--- src/rtl/chess_move_entry_if.sv ---
// Button/display bundle for the chess move-entry front end.
// Ports (signals):
//   key_file_n, key_rank_n, key_submit_n : raw active-low buttons (master -> slave)
//   user_digit1, user_digit2             : selected file/rank codes (slave -> master)
//   verify                               : idle-high submit line (slave -> master)
//   preview_digit0, preview_digit1       : 5-bit display glyphs (slave -> master)
//   busy                                 : submit FSM not idle (slave -> master)
interface chess_move_entry_if;
  logic       key_file_n;
  logic       key_rank_n;
  logic       key_submit_n;
  logic [3:0] user_digit1;
  logic [3:0] user_digit2;
  logic       verify;
  logic [4:0] preview_digit0;
  logic [4:0] preview_digit1;
  logic       busy;

  modport master (
    output key_file_n, key_rank_n, key_submit_n,
    input  user_digit1, user_digit2, verify, preview_digit0, preview_digit1, busy
  );

  modport slave (
    input  key_file_n, key_rank_n, key_submit_n,
    output user_digit1, user_digit2, verify, preview_digit0, preview_digit1, busy
  );
endinterface

--- src/rtl/chess_move_entry.sv ---
// Chess move entry: debounces three pushbuttons, lets the player select a square
// (file a-h coded 8..15, rank 1-8 coded 0..7) and emits one verify low pulse per
// physical submit press.
// Ports:
//   clk   : system clock
//   rst_n : asynchronous active-low reset
//   bus   : chess_move_entry_if.slave (buttons in; digits, verify, preview, busy out)
module chess_move_entry #(
  parameter int unsigned DEBOUNCE_CYCLES   = 500000,
  parameter int unsigned VERIFY_LOW_CYCLES = 4
) (
  input logic               clk,
  input logic               rst_n,
  chess_move_entry_if.slave bus
);

  localparam int unsigned N_KEYS     = 3;
  localparam int unsigned KEY_FILE   = 0;
  localparam int unsigned KEY_RANK   = 1;
  localparam int unsigned KEY_SUBMIT = 2;

  localparam int unsigned DB_W = (DEBOUNCE_CYCLES > 1) ? $clog2(DEBOUNCE_CYCLES) : 1;
  localparam int unsigned PW   = (VERIFY_LOW_CYCLES > 1) ? $clog2(VERIFY_LOW_CYCLES) : 1;
  localparam logic [DB_W-1:0] DB_LAST    = DB_W'(DEBOUNCE_CYCLES - 1);
  localparam logic [PW-1:0]   PULSE_LAST = PW'(VERIFY_LOW_CYCLES - 1);

  localparam logic [1:0] ST_IDLE    = 2'd0;
  localparam logic [1:0] ST_PULSE   = 2'd1;
  localparam logic [1:0] ST_RELEASE = 2'd2;

  logic [N_KEYS-1:0] raw;
  logic [N_KEYS-1:0] sync1_q;
  logic [N_KEYS-1:0] sync2_q;
  logic [N_KEYS-1:0] stable_q;
  logic [N_KEYS-1:0] press_q;
  logic [DB_W-1:0]   db_cnt_q [N_KEYS];

  logic [3:0]    digit1_q;
  logic [3:0]    digit2_q;
  logic [1:0]    state_q;
  logic [1:0]    state_d;
  logic [PW-1:0] pcnt_q;
  logic [PW-1:0] pcnt_d;
  logic          verify_q;
  logic          verify_d;
  logic          busy_q;
  logic          busy_d;
  logic          sel_en;

  assign raw = {bus.key_submit_n, bus.key_rank_n, bus.key_file_n};

  // Synchronize and debounce; press_q strobes for one cycle when a stable level falls.
  always_ff @(posedge clk or negedge rst_n) begin
    if (!rst_n) begin
      sync1_q  <= '1;
      sync2_q  <= '1;
      stable_q <= '1;
      press_q  <= '0;
      for (int unsigned i = 0; i < N_KEYS; i++) begin
        db_cnt_q[i] <= '0;
      end
    end else begin
      sync1_q <= raw;
      sync2_q <= sync1_q;
      press_q <= '0;
      for (int unsigned i = 0; i < N_KEYS; i++) begin
        if (sync2_q[i] != stable_q[i]) begin
          if (db_cnt_q[i] == DB_LAST) begin
            stable_q[i] <= sync2_q[i];
            db_cnt_q[i] <= '0;
            // Old stable level 1 means this toggle is a press, not a release.
            press_q[i]  <= stable_q[i];
          end else begin
            db_cnt_q[i] <= db_cnt_q[i] + DB_W'(1);
          end
        end else begin
          db_cnt_q[i] <= '0;
        end
      end
    end
  end

  // Selection is frozen while a submit is in flight or being accepted this cycle.
  assign sel_en = (state_q == ST_IDLE) && !press_q[KEY_SUBMIT];

  // File/rank selection with wrap-around.
  always_ff @(posedge clk or negedge rst_n) begin
    if (!rst_n) begin
      digit1_q <= 4'd8;
      digit2_q <= 4'd0;
    end else if (sel_en) begin
      if (press_q[KEY_FILE]) begin
        digit1_q <= (digit1_q == 4'd15) ? 4'd8 : digit1_q + 4'd1;
      end
      if (press_q[KEY_RANK]) begin
        digit2_q <= (digit2_q == 4'd7) ? 4'd0 : digit2_q + 4'd1;
      end
    end
  end

  // Submit FSM: state and registered outputs.
  always_ff @(posedge clk or negedge rst_n) begin
    if (!rst_n) begin
      state_q  <= ST_IDLE;
      pcnt_q   <= '0;
      verify_q <= 1'b1;
      busy_q   <= 1'b0;
    end else begin
      state_q  <= state_d;
      pcnt_q   <= pcnt_d;
      verify_q <= verify_d;
      busy_q   <= busy_d;
    end
  end

  // Submit FSM: next state and next outputs.
  always_comb begin
    state_d  = state_q;
    pcnt_d   = pcnt_q;
    verify_d = verify_q;
    busy_d   = 1'b0;
    case (state_q)
      ST_IDLE: begin
        verify_d = 1'b1;
        if (press_q[KEY_SUBMIT]) begin
          state_d  = ST_PULSE;
          verify_d = 1'b0;
          pcnt_d   = PULSE_LAST;
        end
      end
      ST_PULSE: begin
        verify_d = 1'b0;
        if (pcnt_q == '0) begin
          verify_d = 1'b1;
          state_d  = ST_RELEASE;
        end else begin
          pcnt_d = pcnt_q - PW'(1);
        end
      end
      ST_RELEASE: begin
        verify_d = 1'b1;
        // Wait for the debounced release so a held button yields one pulse.
        if (stable_q[KEY_SUBMIT]) begin
          state_d = ST_IDLE;
        end
      end
      default: begin
        state_d  = ST_IDLE;
        verify_d = 1'b1;
      end
    endcase
    busy_d = (state_d != ST_IDLE);
  end

  assign bus.user_digit1    = digit1_q;
  assign bus.user_digit2    = digit2_q;
  assign bus.verify         = verify_q;
  assign bus.busy           = busy_q;
  assign bus.preview_digit0 = {1'b0, digit2_q};
  assign bus.preview_digit1 = {1'b0, digit1_q};

endmodule

--- src/flat_wrapper.sv ---
// flat-port wrapper written by rule: the top's interface ports become plain ports
module chess_move_entry_flat 
#(
  parameter int unsigned DEBOUNCE_CYCLES   = 500000,
  parameter int unsigned VERIFY_LOW_CYCLES = 4
)
  (clk, rst_n, bus_key_file_n, bus_key_rank_n, bus_key_submit_n, bus_user_digit1, bus_user_digit2, bus_verify, bus_preview_digit0, bus_preview_digit1, bus_busy);
  chess_move_entry_if bus_i ();
  input logic clk;
  input logic rst_n;
  input wire logic [$bits(bus_i.key_file_n)-1:0] bus_key_file_n;
  input wire logic [$bits(bus_i.key_rank_n)-1:0] bus_key_rank_n;
  input wire logic [$bits(bus_i.key_submit_n)-1:0] bus_key_submit_n;
  output wire logic [$bits(bus_i.user_digit1)-1:0] bus_user_digit1;
  output wire logic [$bits(bus_i.user_digit2)-1:0] bus_user_digit2;
  output wire logic [$bits(bus_i.verify)-1:0] bus_verify;
  output wire logic [$bits(bus_i.preview_digit0)-1:0] bus_preview_digit0;
  output wire logic [$bits(bus_i.preview_digit1)-1:0] bus_preview_digit1;
  output wire logic [$bits(bus_i.busy)-1:0] bus_busy;
  assign bus_i.key_file_n = bus_key_file_n;
  assign bus_i.key_rank_n = bus_key_rank_n;
  assign bus_i.key_submit_n = bus_key_submit_n;
  assign bus_user_digit1 = bus_i.user_digit1;
  assign bus_user_digit2 = bus_i.user_digit2;
  assign bus_verify = bus_i.verify;
  assign bus_preview_digit0 = bus_i.preview_digit0;
  assign bus_preview_digit1 = bus_i.preview_digit1;
  assign bus_busy = bus_i.busy;
  chess_move_entry #(.DEBOUNCE_CYCLES(DEBOUNCE_CYCLES), .VERIFY_LOW_CYCLES(VERIFY_LOW_CYCLES)) u_core (.clk(clk), .rst_n(rst_n), .bus(bus_i));
endmodule
--- config.mk ---
export PLATFORM = sky130hd
export DESIGN_NAME = chess_move_entry_flat
export DESIGN_NICKNAME = d
export VERILOG_FILES = /design/src/rtl/chess_move_entry_if.sv /design/src/rtl/chess_move_entry.sv /design/src/flat_wrapper.sv
export SDC_FILE = /design/constraint.sdc
export NUM_CORES = 1
export LEC_CHECK = 0
export BUFFER_PORTS_ARGS = -buffer_cell sky130_fd_sc_hd__buf_2
export CAP_MARGIN = 20
export CORE_ASPECT_RATIO = 0.6
export CORE_MARGIN = 4
export CORE_UTILIZATION = 50
export DETAILED_ROUTE_END_ITERATION = 10
export GPL_TIMING_DRIVEN = 0
export PLACE_DENSITY = 0.68
export REMOVE_ABC_BUFFERS = 1
export SLEW_MARGIN = 20
export SYNTH_ARGS = -nofsm -noshare
export SYNTH_HDL_FRONTEND = slang
export SYNTH_SLANG_ARGS = --single-unit
--- constraint.sdc ---
create_clock -name clk -period 2.3 [get_ports clk]
set_input_delay 0 -clock clk [delete_from_list [all_inputs] [get_ports clk]]
set_output_delay 0 -clock clk [all_outputs]
set_load 0.03 [all_outputs]
==> flow_metrics.env <==
export IMPL_die_area_sq_mm=0.00943
export IMPL_nNetsFinal=410
export IMPL_pin_count=25
export IMPL_grt_max_degree=55
export IMPL_fin_crit_ns=2.07
export IMPL_cts_repair_resized=0
export IMPL_yosysTopAreaCell="dfrtp_1"
export IMPL_drt_pass1_iter_count=4
export IMPL_synth_commonest_cells="dfrtp_1 (72), nor2_1 (46), xor2_1 (22)"
export IMPL_yosysMostFrequentCell="dfrtp_1"
export IMPL_powerDensity_mw_per_mm2=648
export IMPL_cp_max_fo=5
export IMPL_cts_tree="yes"
export IMPL_grt_usage=0.169
export IMPL_ys_warn_count=0
export IMPL_switching_share=0.217
export IMPL_synth_top_cell_area_share=0.456
export IMPL_power_leakage_nw=1.89
export IMPL_die_h_microns=76.9
export IMPL_viasPerCell=5.42
export IMPL_dieWidth_microns=123
export IMPL_synth_edf_count=0
export IMPL_fin_crit_sh=0.902
export IMPL_ir_drop_uv=400
export IMPL_gp_congestion=0.807
export IMPL_hpwl_mm=4.92
export IMPL_worst_r2r_setup_slack_ns=0.23
export IMPL_cts_num_sinks=83
export IMPL_multiInputGateArea_sq_mm=0.00172
export IMPL_power_frac_clock=0.451
export IMPL_synth_top_flop_cell="dfrtp_1"
export IMPL_htreeDepth=3
export IMPL_slowest_stage="or4_4"
export IMPL_post_drt_wl_per_cell_microns=14.3
export IMPL_grt_pass1_wl_mm=12.5
export IMPL_critPathTopFamily="simple AND/OR/NAND/NOR gates"
export IMPL_synth_seq_cells=83
export IMPL_antenna_cells=0
export IMPL_clk_pin_slew_ns=0.06
export IMPL_critical_path_required_ns=2.56
export IMPL_grtUsageMet2=0.239
export IMPL_p_seq_frac=0.517
export IMPL_grt_overflow=0
export IMPL_cts_root_buf="clkbuf_16"
export IMPL_utilization=0.599
export IMPL_ys_top_cells_by_area="dfrtp_1 (46%), dfstp_2 (7.3%), xor2_1 (4.9%), nor2_1 (4.4%), xnor2_1 (4.0%)"
export IMPL_hp_class="in -> async"
export IMPL_r2r_start="u_core.db_cnt_q[52]"
export IMPL_maxSlewHeadroom=0.511
export IMPL_max_freq_mhz=482
export IMPL_cap_violations=0
export IMPL_drc=0
export IMPL_clk_latency_ns=0.33
export IMPL_seqCellArea_sq_mm=0.00209
export IMPL_start_kind="flop"
export IMPL_rsz0062_at_grt="no"
export IMPL_initial_core_util=0.528
export IMPL_async_reset_ff_frac=1.00
export IMPL_worstMarginPinSlew_ns=0.733
export IMPL_clock_skew_ns=0.00567
export IMPL_cts_buffers=9
export IMPL_top_usage_layer="met1"
export IMPL_criticalPathCategory="reg -> reg"
export IMPL_end_kind="flop"
export IMPL_drive_gt1_frac=0.171
export IMPL_synth_cell_type_count=40
export IMPL_vias=2753
export IMPL_critPathArrivalTime_ns=2.33
export IMPL_power_total_w=0.00290
export IMPL_comb_power_share=0.032
export IMPL_place_ws_ns=0.0999
export IMPL_status="completed"
export IMPL_finalHoldViolCount=0
export IMPL_n_fill_cell=616
export IMPL_setup_viol=0
export IMPL_seq_area_frac_synth=0.529
export IMPL_syn_area_sq_mm=0.00395
export IMPL_drtAntennaViolNets=0
export IMPL_port_buffers=22
export IMPL_avgSynthCellArea_sq_um=10.5
export IMPL_core_area_sq_mm=0.00748
export IMPL_clock_path_buffers=2
export IMPL_critPathBufInv=0
export IMPL_synth_cells=375
export IMPL_fin_tns_setup_ns=0
export IMPL_dr_first_iter_drc_count=176
export IMPL_rr_endpoint="u_core.stable_q[0]"
export IMPL_setup_ws_ns=0.225
export IMPL_rows=24
export IMPL_switchingPower_w=0.000630
export IMPL_use_met3=0.0493
export IMPL_use_met1=0.248
export IMPL_syn2layout_area_growth_pct=13.4
export IMPL_r2r_worst_path_cells=4
export IMPL_antenna_found_initial=0
export IMPL_final_cell_count_no_fill=508
export IMPL_final_max_slew_viol_count=0
export IMPL_grt_pass1_vias=2578
export IMPL_dp_cells=484
export IMPL_critPathMaxStageDelay_ns=0.58
export IMPL_cp_cell_sequence="or4_1 > or4_4 > nor2_1 > mux2_2"
export IMPL_internal_power_w=0.00227
export IMPL_wl_mm=7.29
-- through the flow --
| step | area, sq um | hold WS, ns |
|---|---|---|
| after global placement | 4080 | 0.106 |
| final | 4480 | 0.142 |
| after global routing | 4480 | 0.176 |
| after floorplan | 3830 | -0.296 |
| after detailed placement | 4120 | -0.0340 |
| after CTS | 4440 | 0.148 |
-- cell families after synthesis --
logic type | count (synthesis) | synth area share
other | 1 | 0.000949
xor gates and xnor gates | 40 | 0.0887
AOI/OAI and AO/OA | 42 | 0.0662
and+or+nand+nor | 164 | 0.228
buffers and inverters | 29 | 0.0396
adders and majority gates | 6 | 0.0190
muxes | 10 | 0.0285
DFF | 83 | 0.529
-- cells in the final DEF (no fill, tap or decap), drive strengths merged, types with 12 or more instances in the layout --
| cell | netlist | layout |
|---|---|---|
| a21oi | 18 | 18 |
| buf | 13 | 27 |
| clkbuf | 6 | 12 |
| dfrtp | 72 | 72 |
| nand2 | 19 | 19 |
| nand3 | 19 | 19 |
| nand4 | 17 | 17 |
| nor2 | 46 | 46 |
| xnor2 | 18 | 18 |
| xor2 | 22 | 22 |
-- registers in the layout, summed over array words and instances, names as in the netlist --
name / cells
u_core.press_q: 3
u_core.sync1_q: 3
u_core.bus.user_digit2: 4
u_core.pcnt_q: 2
u_core.db_cnt_q: 57
u_core.sync2_q: 3
u_core.bus.busy: 1
u_core.state_q: 2
u_core.bus.user_digit1: 4
u_core.bus.verify: 1
u_core.stable_q: 3
-- per-layer routing --
layer | routed length (microns) | part of all wire | vias up
li1 | - | - | 1367
met3 | 276 | 0.038 | 8
met5 | 0 | 0 | -
met2 | 3080 | 0.42 | 41
met1 | 3840 | 0.53 | 1337
met4 | 88 | 0.012 | 0
-- worst max path at each step --
stage | slack, ns | start | endpoint | cells past startpoint
finish | 0.23 | u_core.db_cnt_q[52] | u_core.stable_q[0] | 4
global route | 0.10 | u_core.db_cnt_q[0] | u_core.db_cnt_q[10] | 5
CTS | 0.08 | u_core.db_cnt_q[52] | u_core.db_cnt_q[46] | 4
detailed placement | 0.1 | u_core.db_cnt_q[52] | u_core.db_cnt_q[46] | 4
global placement | -0.07 | u_core.db_cnt_q[19] | u_core.db_cnt_q[28] | 4
floorplan | 0.34 | u_core.db_cnt_q[50] | u_core.db_cnt_q[40] | 4
-- power by group through the flow --
| stage | logic (W) | registers, W | clock network, W |
|---|---|---|---|
| final | 0.0000943 | 0.00150 | 0.00131 |
| after global placement | 0.0000784 | 0.00152 | 0 |
| after floorplan | 0.0000374 | 0.00152 | 0 |
| after CTS | 0.0000940 | 0.00150 | 0.00135 |
| after detailed placement | 0.0000881 | 0.00153 | 0 |
| after global routing | 0.000110 | 0.00150 | 0.00142 |
-- timing repair --
item,CTS,global route
setup endpoints to repair,0,3
hold buffers,4,0
hold endpoints to repair,32,0
buffers inserted,0,4
-- final cells by class --
cell class                      instances  share of cell area
Sequential cell                        83               0.467
Multi-Input combinational cell        264               0.385
Inverter                               10             0.00838
Timing Repair Buffer                   31              0.0497
Clock inverter                          4             0.00615
Clock buffer                           12              0.0550
Tap cell                              104              0.0291
(Power assumes the default switching activity.)
